$ cat config.mk
export PLATFORM = sky130hd
export DESIGN_NAME = cra_sequencer
export DESIGN_NICKNAME = d
export VERILOG_FILES = /design/src/rtl/cra_sequencer.sv
export SDC_FILE = /design/constraint.sdc
export NUM_CORES = 1
export LEC_CHECK = 0
export CORE_MARGIN = 1
export CORE_UTILIZATION = 35
export DETAILED_ROUTE_END_ITERATION = 6
export DONT_BUFFER_PORTS = 1
export PLACE_DENSITY_LB_ADDON = 0.1
export SLEW_MARGIN = 20
export SYNTH_ARGS = -nofsm -noshare
export SYNTH_HDL_FRONTEND = slang
export SYNTH_SLANG_ARGS = --single-unit
$ cat constraint.sdc
create_clock -name clk -period 11.7 [get_ports clk]
set_clock_uncertainty 0.2 [all_clocks]
set_input_delay 1.17 -clock clk [delete_from_list [all_inputs] [get_ports clk]]
set_output_delay 1.17 -clock clk [all_outputs]
set_load 0.1 [all_outputs]
$ cat src/rtl/cra_sequencer.sv
// KL10 microcode address sequencer: next-CRADR selection, return stack,
// page-fail trap entry and diagnostic address load.
module cra_sequencer #(
    parameter int          STACK_DEPTH = 16,
    parameter logic [11:0] TRAP_VEC    = 12'o0007
) (
    input  logic                          clk,
    input  logic                          reset,
    input  logic                          cyc_en,
    input  logic [11:0]                   J,
    input  logic                          CALL,
    input  logic                          skip_true,
    input  logic                          disp_or,
    input  logic [3:0]                    disp_bits,
    input  logic                          disp_ret,
    input  logic                          pf_trap,
    input  logic                          diag_ld,
    input  logic [11:0]                   diag_adr,
    output logic [11:0]                   CRADR,
    output logic [$clog2(STACK_DEPTH):0]  stk_depth,
    output logic                          stk_ovf,
    output logic                          stk_unf
);

    localparam int AW = $clog2(STACK_DEPTH);
    localparam logic [AW:0] FULL = (AW + 1)'(STACK_DEPTH);
    localparam logic [AW:0] ONE  = (AW + 1)'(1);

    logic [11:0]   stk [STACK_DEPTH];
    logic [AW-1:0] top_idx;
    logic [11:0]   top;
    logic          empty;
    logic          full;
    logic          adv;

    logic [11:0]   base;
    logic [11:0]   next_adr;
    logic [AW:0]   next_depth;
    logic          wr_en;
    logic [AW-1:0] wr_idx;
    logic          set_ovf;
    logic          set_unf;

    assign empty   = (stk_depth == '0);
    assign full    = (stk_depth == FULL);
    assign top_idx = AW'(stk_depth - ONE);
    assign top     = empty ? 12'o0000 : stk[top_idx];
    assign adv     = cyc_en && !diag_ld && !reset;

    always_comb begin
        base       = J;
        next_adr   = CRADR;
        next_depth = stk_depth;
        wr_en      = 1'b0;
        wr_idx     = stk_depth[AW-1:0];
        set_ovf    = 1'b0;
        set_unf    = 1'b0;
        if (pf_trap) begin
            next_adr = TRAP_VEC;
            if (full) begin
                set_ovf = 1'b1;
            end else begin
                wr_en      = 1'b1;
                next_depth = stk_depth + ONE;
            end
        end else begin
            if (disp_ret) base = base | top;
            if (disp_or)  base = base | {8'b0, disp_bits};
            next_adr = base | {11'b0, skip_true};
            unique case ({CALL, disp_ret})
                2'b11: begin
                    // Return-and-call: the caller replaces the popped slot.
                    wr_en = 1'b1;
                    if (empty) begin
                        set_unf    = 1'b1;
                        next_depth = ONE;
                    end else begin
                        wr_idx = top_idx;
                    end
                end
                2'b10: begin
                    if (full) begin
                        set_ovf = 1'b1;
                    end else begin
                        wr_en      = 1'b1;
                        next_depth = stk_depth + ONE;
                    end
                end
                2'b01: begin
                    if (empty) set_unf = 1'b1;
                    else       next_depth = stk_depth - ONE;
                end
                default: ;
            endcase
        end
    end

    always_ff @(posedge clk) begin
        if (reset) begin
            CRADR     <= '0;
            stk_depth <= '0;
            stk_ovf   <= 1'b0;
            stk_unf   <= 1'b0;
        end else if (diag_ld) begin
            CRADR   <= diag_adr;
            stk_ovf <= 1'b0;
            stk_unf <= 1'b0;
        end else if (cyc_en) begin
            CRADR     <= next_adr;
            stk_depth <= next_depth;
            stk_ovf   <= stk_ovf | set_ovf;
            stk_unf   <= stk_unf | set_unf;
        end
    end

    always_ff @(posedge clk) begin
        if (adv && wr_en) stk[wr_idx] <= CRADR;
    end

endmodule

After elaboration in Yosys (flattened, before gate mapping)

Memories as Yosys holds them, arrays and structs flattened.
Index checks and enable logic that the tools add are counted.

Add/sub/neg operators: 2
Eq/ne operators: 6
Multiplexer cells: 27
Bitwise gates (word level): 6
Reduce and logical (&&, ||, !) cells: 11

Operators by type and width:

| cell                  | number |
|---|---|
| $mux W12              | 8 |
| $mux W5               | 4 |
| $pmux W5 S3           | 1 |
| $mux W4               | 3 |
| $or A12 B1 Y12        | 1 |
| $or A12 B12 Y12       | 1 |
| $or A12 B4 Y12        | 1 |
| $mux W1               | 10 |
| $ne A3 B3 Y1 const B  | 2 |
| $add A5 B1 Y5 const B | 1 |
| $eq A5 B5 Y1 const B  | 1 |
| $logic_not A5 Y1      | 1 |
| $reduce_and A5 Y1     | 1 |
| $sub A5 B1 Y5 const B | 1 |
| $eq A2 B2 Y1 const B  | 2 |
| $reduce_bool A4 Y1    | 1 |
| $reduce_or A2 Y1      | 2 |
| $logic_and A1 B1 Y1   | 3 |
| $eq A2 B1 Y1 const B  | 1 |
| $logic_not A1 Y1      | 2 |
| $or A1 B1 Y1          | 2 |
| $pmux W1 S2           | 1 |
| $reduce_bool A2 Y1    | 1 |
| $not A1 Y1            | 1 |

Register bits: 19
RAM bits: 192
Bits of input ports: 37
Logic and storage cells: 57
Memories: 1

Memory list:

| memory | words | bits a word | rd ports | clocked after memory_dff | wr ports | RTL line | source |
|---|---|---|---|---|---|---|---|
| stk    | 16    | 12          | 1        | 0                        | 1        | 29       | `logic [11:0] stk [STACK_DEPTH];` |

Longest topological paths before layout

An unclocked memory read counts as a cell.

Depth after elaboration: 13
Mapped depth: 11
Depth with buffers taken out: 7

Worst setup path after synthesis

OpenSTA, ideal clock, no wires.

Path kind: flip-flop to flip-flop
Start point: register stk_depth[0]
End point: memory stk[0][0], enable pin
Library setup time: 0.396 ns
Arrival time: 3.920 ns
Slack: 7.184 ns
Stages on the path, launching flop included: 10
Period minus slack after synthesis: 4.516 ns
Path through: dfxtp_1 buf_2 buf_2 inv_2 buf_2 ha_1 clkbuf_1 clkbuf_1 a31oi_1 nor3_1

Cells in the longest elaborated chain, start to end: 7

RTL lines:

| item                          | RTL line | source |
|---|---|---|
| start, declared               | 20       | `output logic [$clog2(STACK_DEPTH):0] stk_depth,` |
| start signal, assigned        | 110      | `stk_depth <= next_depth;` |
| $eq A5 B5 Y1                  | 45       | `assign full = (stk_depth == FULL);` |
| $mux W1                       | 60, 82   |  |
| $pmux W1 S2                   | 70       | `unique case ({CALL, disp_ret})` |
| $mux W1                       | 58       | `if (pf_trap) begin` |
| $logic_and A1 B1 Y1           | 117      | `if (adv && wr_en) stk[wr_idx] <= CRADR;` |
| $mux W1                       | 117      |  |
| $mux W1 (not written as such) | 117      |  |
| end, declared                 | 29       |  |

Several ways; a longest one is shown, not always the timed one.

Worst setup path in the final report

Start point: input port CALL
End point: memory stk[14][9], enable pin

Cells in the longest elaborated chain, start to end: 6

RTL lines:

| item                          | RTL line | source |
|---|---|---|
| start, declared               | 11       | `input logic CALL,` |
| $eq A2 B2 Y1                  | 70       |  |
| $pmux W1 S2                   | 70       |  |
| $mux W1                       | 58       |  |
| $logic_and A1 B1 Y1           | 117      |  |
| $mux W1                       | 117      |  |
| $mux W1 (not written as such) | 117      |  |

Several ways; a longest one is shown, not always the timed one.

==> reports/qor.yml <==
detailed_routing:
  drcViolationCount: 0
  drt_first_pass_iters: 5
  via_per_inst: 5.52
  drtIter0Drc: 253
  routed_wl_um: 20800
  vias: 4679
  postRouteAntennaNets: 0
  routedWlPerCell_um: 24.5
global_routing:
  grt_pass1_vias: 4877
  grt_usage_pct: 16.6
  grt_max_degree: 39
  antenna_found_initial: 0
  grt_pass1_wl_um: 31300
  grt_remaining_overflow: 0
floorplan:
  rows: 57
  start_util_pct: 36.0
  fp.coreArea_um2: 24500
  fp.dieArea_um2: 25800
  die_w_um: 161
  die_h_um: 161
  ios: 56
final_layout:
  fin_nets: 548
  multi_input_area_um2: 2580
  regArea_um2: 6150
  final_cell_mix: "edfxtp_1 (192), mux4_2 (44), clkbuf_16 (25), mux2i_1 (24), buf_4 (23)"
  n_antenna_cell: 0
  stdcell_count: 847
  layout-area-overhead-vs-synth_pct: 14.9
  final_common_cell: "edfxtp_1"
  n_fill_cell: 2171
  drive_above_1_share_pct: 26.2
synth:
  synth_top_flop_cell: "edfxtp_1"
  ys_seq_area_share_pct: 69.8
  synthCells: 482
  yosys.area.top_type: "edfxtp_1"
  synth_edf_count: 192
  synth_cell_types: 51
  synthTopCellsByArea: "edfxtp_1 (65%), mux4_2 (11%), dfxtp_1 (4.3%)"
  synth_warnings: 0
  synth_top_area_share_pct: 65.5
  syn-num-nets: 525
  postSynthAreaPerCell_um2: 18.3
  async_reset_ff_share_pct: 0
  ys_ff_latch: 211
  synth_area_um2: 8800
timing:
  tightest_slew_ns: 1.08
  drv_slew: 0
  fmax_ghz: 0.254
  setup_violations: 0
  grt_setup_unrepaired: "false"
  fin_ws_ns: 7.76
  hold_viol_final: 0
  min_period_over_period_pct: 33.6
  relSlewSlack_pct: 27.5
  min_period_ns: 3.94
  setup_tns_ns: 0
pwr:
  power.clock.fraction_pct: 40.8
  power.share.switching_pct: 23.7
  p_sw_mw: 0.406
  p_leak_nw: 3.32
  p_int_mw: 1.30
  p_total_mw: 1.71
  cellPowerDensity_nw_per_um2: 169
  p_seq_share_pct: 49.4
  combPwrFrac_pct: 9.8
  vdd_ir_drop_max_uv: 69.9
clock_tree:
  cts_buffers: 24
  cts_buffer_depth: 3
  cts_resized: 0
  numClockSinks: 211
  h-tree-depth: 1
  post_cts_buffers: 0
  clk_pin_slew_ns: 0.06
  root_buffer: "clkbuf_16"
  clock_latency_ns: 0.51
  holdBufCountCts: 0
  cts_tree: "built"
hold_path:
  hold_class: "flop to flop"
placed_design:
  dpl.hpwl_um: 12900
  dp.cells: 803
  gp_congestion: 0.797
  post-place-ws_ns: 6.98
  port_buffers: 0
setup_path:
  required_ns: 11.63
  endpoint_kind: "flop"
  crit_type: "input pin to flop"
  cp_max_fo: 12
  rrSetupSlack_ns: 7.76
  worstPathArrival_ns: 3.86
  worst_setup_path_start_kind: "input pin"
status:
  status: "completed"
flow_run:
  cap_violations: 0
per-stage QoR:
stage / instance area [µm²] / hold slack [ns] / util (%)
after floorplan: 8800 / 0.623 / -
after global placement: 9320 / 0.299 / 38.1
after detailed placement: 9370 / 0.300 / 38.3
after CTS: 10100 / 0.311 / 41.4
after global routing: 10100 / 0.322 / 41.4
final: 10100 / 0.320 / 41.4
cell type report:
| class | count | share of cell area (%) |
|---|---|---|
| tap | 324 | 4.01 |
| timing repair buffer | 24 | 1.98 |
| inverter | 11 | 0.408 |
| multi-input combinational | 233 | 25.5 |
| clock buffer | 29 | 6.33 |
| clock inverter | 15 | 1.00 |
| sequential | 211 | 60.8 |
metal layers:
metal  global-route usage [%]  up-vias  part of all wire [%]
met4                     5.63        0                   2.1
met2                     27.4      125                    49
li1                         -     2065                     -
met3                     3.25       31                   4.8
met1                     22.0     2458                    44
met5                        0        -                     0
flip-flops by register name, indices dropped and copies added (netlist names):
register / cells
stk: 192
stk_ovf: 1
stk_unf: 1
stk_depth: 5
CRADR: 12
final timing paths:
| kind | start | endpoint | cells after the start |
|---|---|---|---|
| worst max-delay path | CALL | stk[14][9]$_DFFE_PP_ | 6 |
| worst min-delay path | CRADR[7]$_SDFFE_PP0P_ | stk[2][7]$_DFFE_PP_ | 0 |
| worst max register to register | stk_depth[1]$_SDFFE_PP0P_ | stk[0][6]$_DFFE_PP_ | 6 |
| worst min register to register | CRADR[7]$_SDFFE_PP0P_ | stk[2][7]$_DFFE_PP_ | 0 |
worst max-delay path, cell delays in order:
cell	delay, ns
ha_1	0.21
nor2b_1	0.36
a31oi_1	0.17
a31oi_1	0.83
nand3_1	0.42
nor2_2	0.70
synthesized netlist by cell type, types with 2 or more instances:
cell,count
o221ai_1,3
edfxtp_1,192
o221a_2,3
o32ai_1,2
a211oi_2,8
mux2i_1,24
o21ai_0,11
a21oi_1,16
mux4_2,44
o22ai_1,3
a211oi_1,3
ha_1,6
mux4_1,4
nand3_1,5
buf_2,6
o221a_1,7
nand2_1,12
dfxtp_1,19
clkbuf_1,17
a31oi_1,6
nor2b_1,3
a221oi_1,8
o311a_1,3
nor4_1,2
nor2_1,19
nor3_1,18
nand2b_1,4
inv_1,10
buf_4,2
power by group through the flow:
| stage | sequential, mW | clock, mW | combinational [mW] |
|---|---|---|---|
| finish | 0.845 | 0.698 | 0.168 |
| detailed placement | 0.861 | 0 | 0.171 |
| floorplan | 0.882 | 0 | 0.106 |
| global route | 0.846 | 0.745 | 0.180 |
| CTS | 0.845 | 0.719 | 0.171 |
| global placement | 0.860 | 0 | 0.167 |
cells by family (layout without fill, tap and decap cells):
logic type	count (synthesis)	after routing	share of synthesized area, %
muxes	72	72	15.2
adders and majority gates	6	6	0.853
and+or+nand+nor	70	70	4.09
xor gates and xnor gates	2	2	0.412
AOI/OAI and AO/OA	83	83	7.60
DFF	211	211	69.8
buffers and inverters	38	79	2.06
Note: power is estimated with default switching activity, not from simulation.
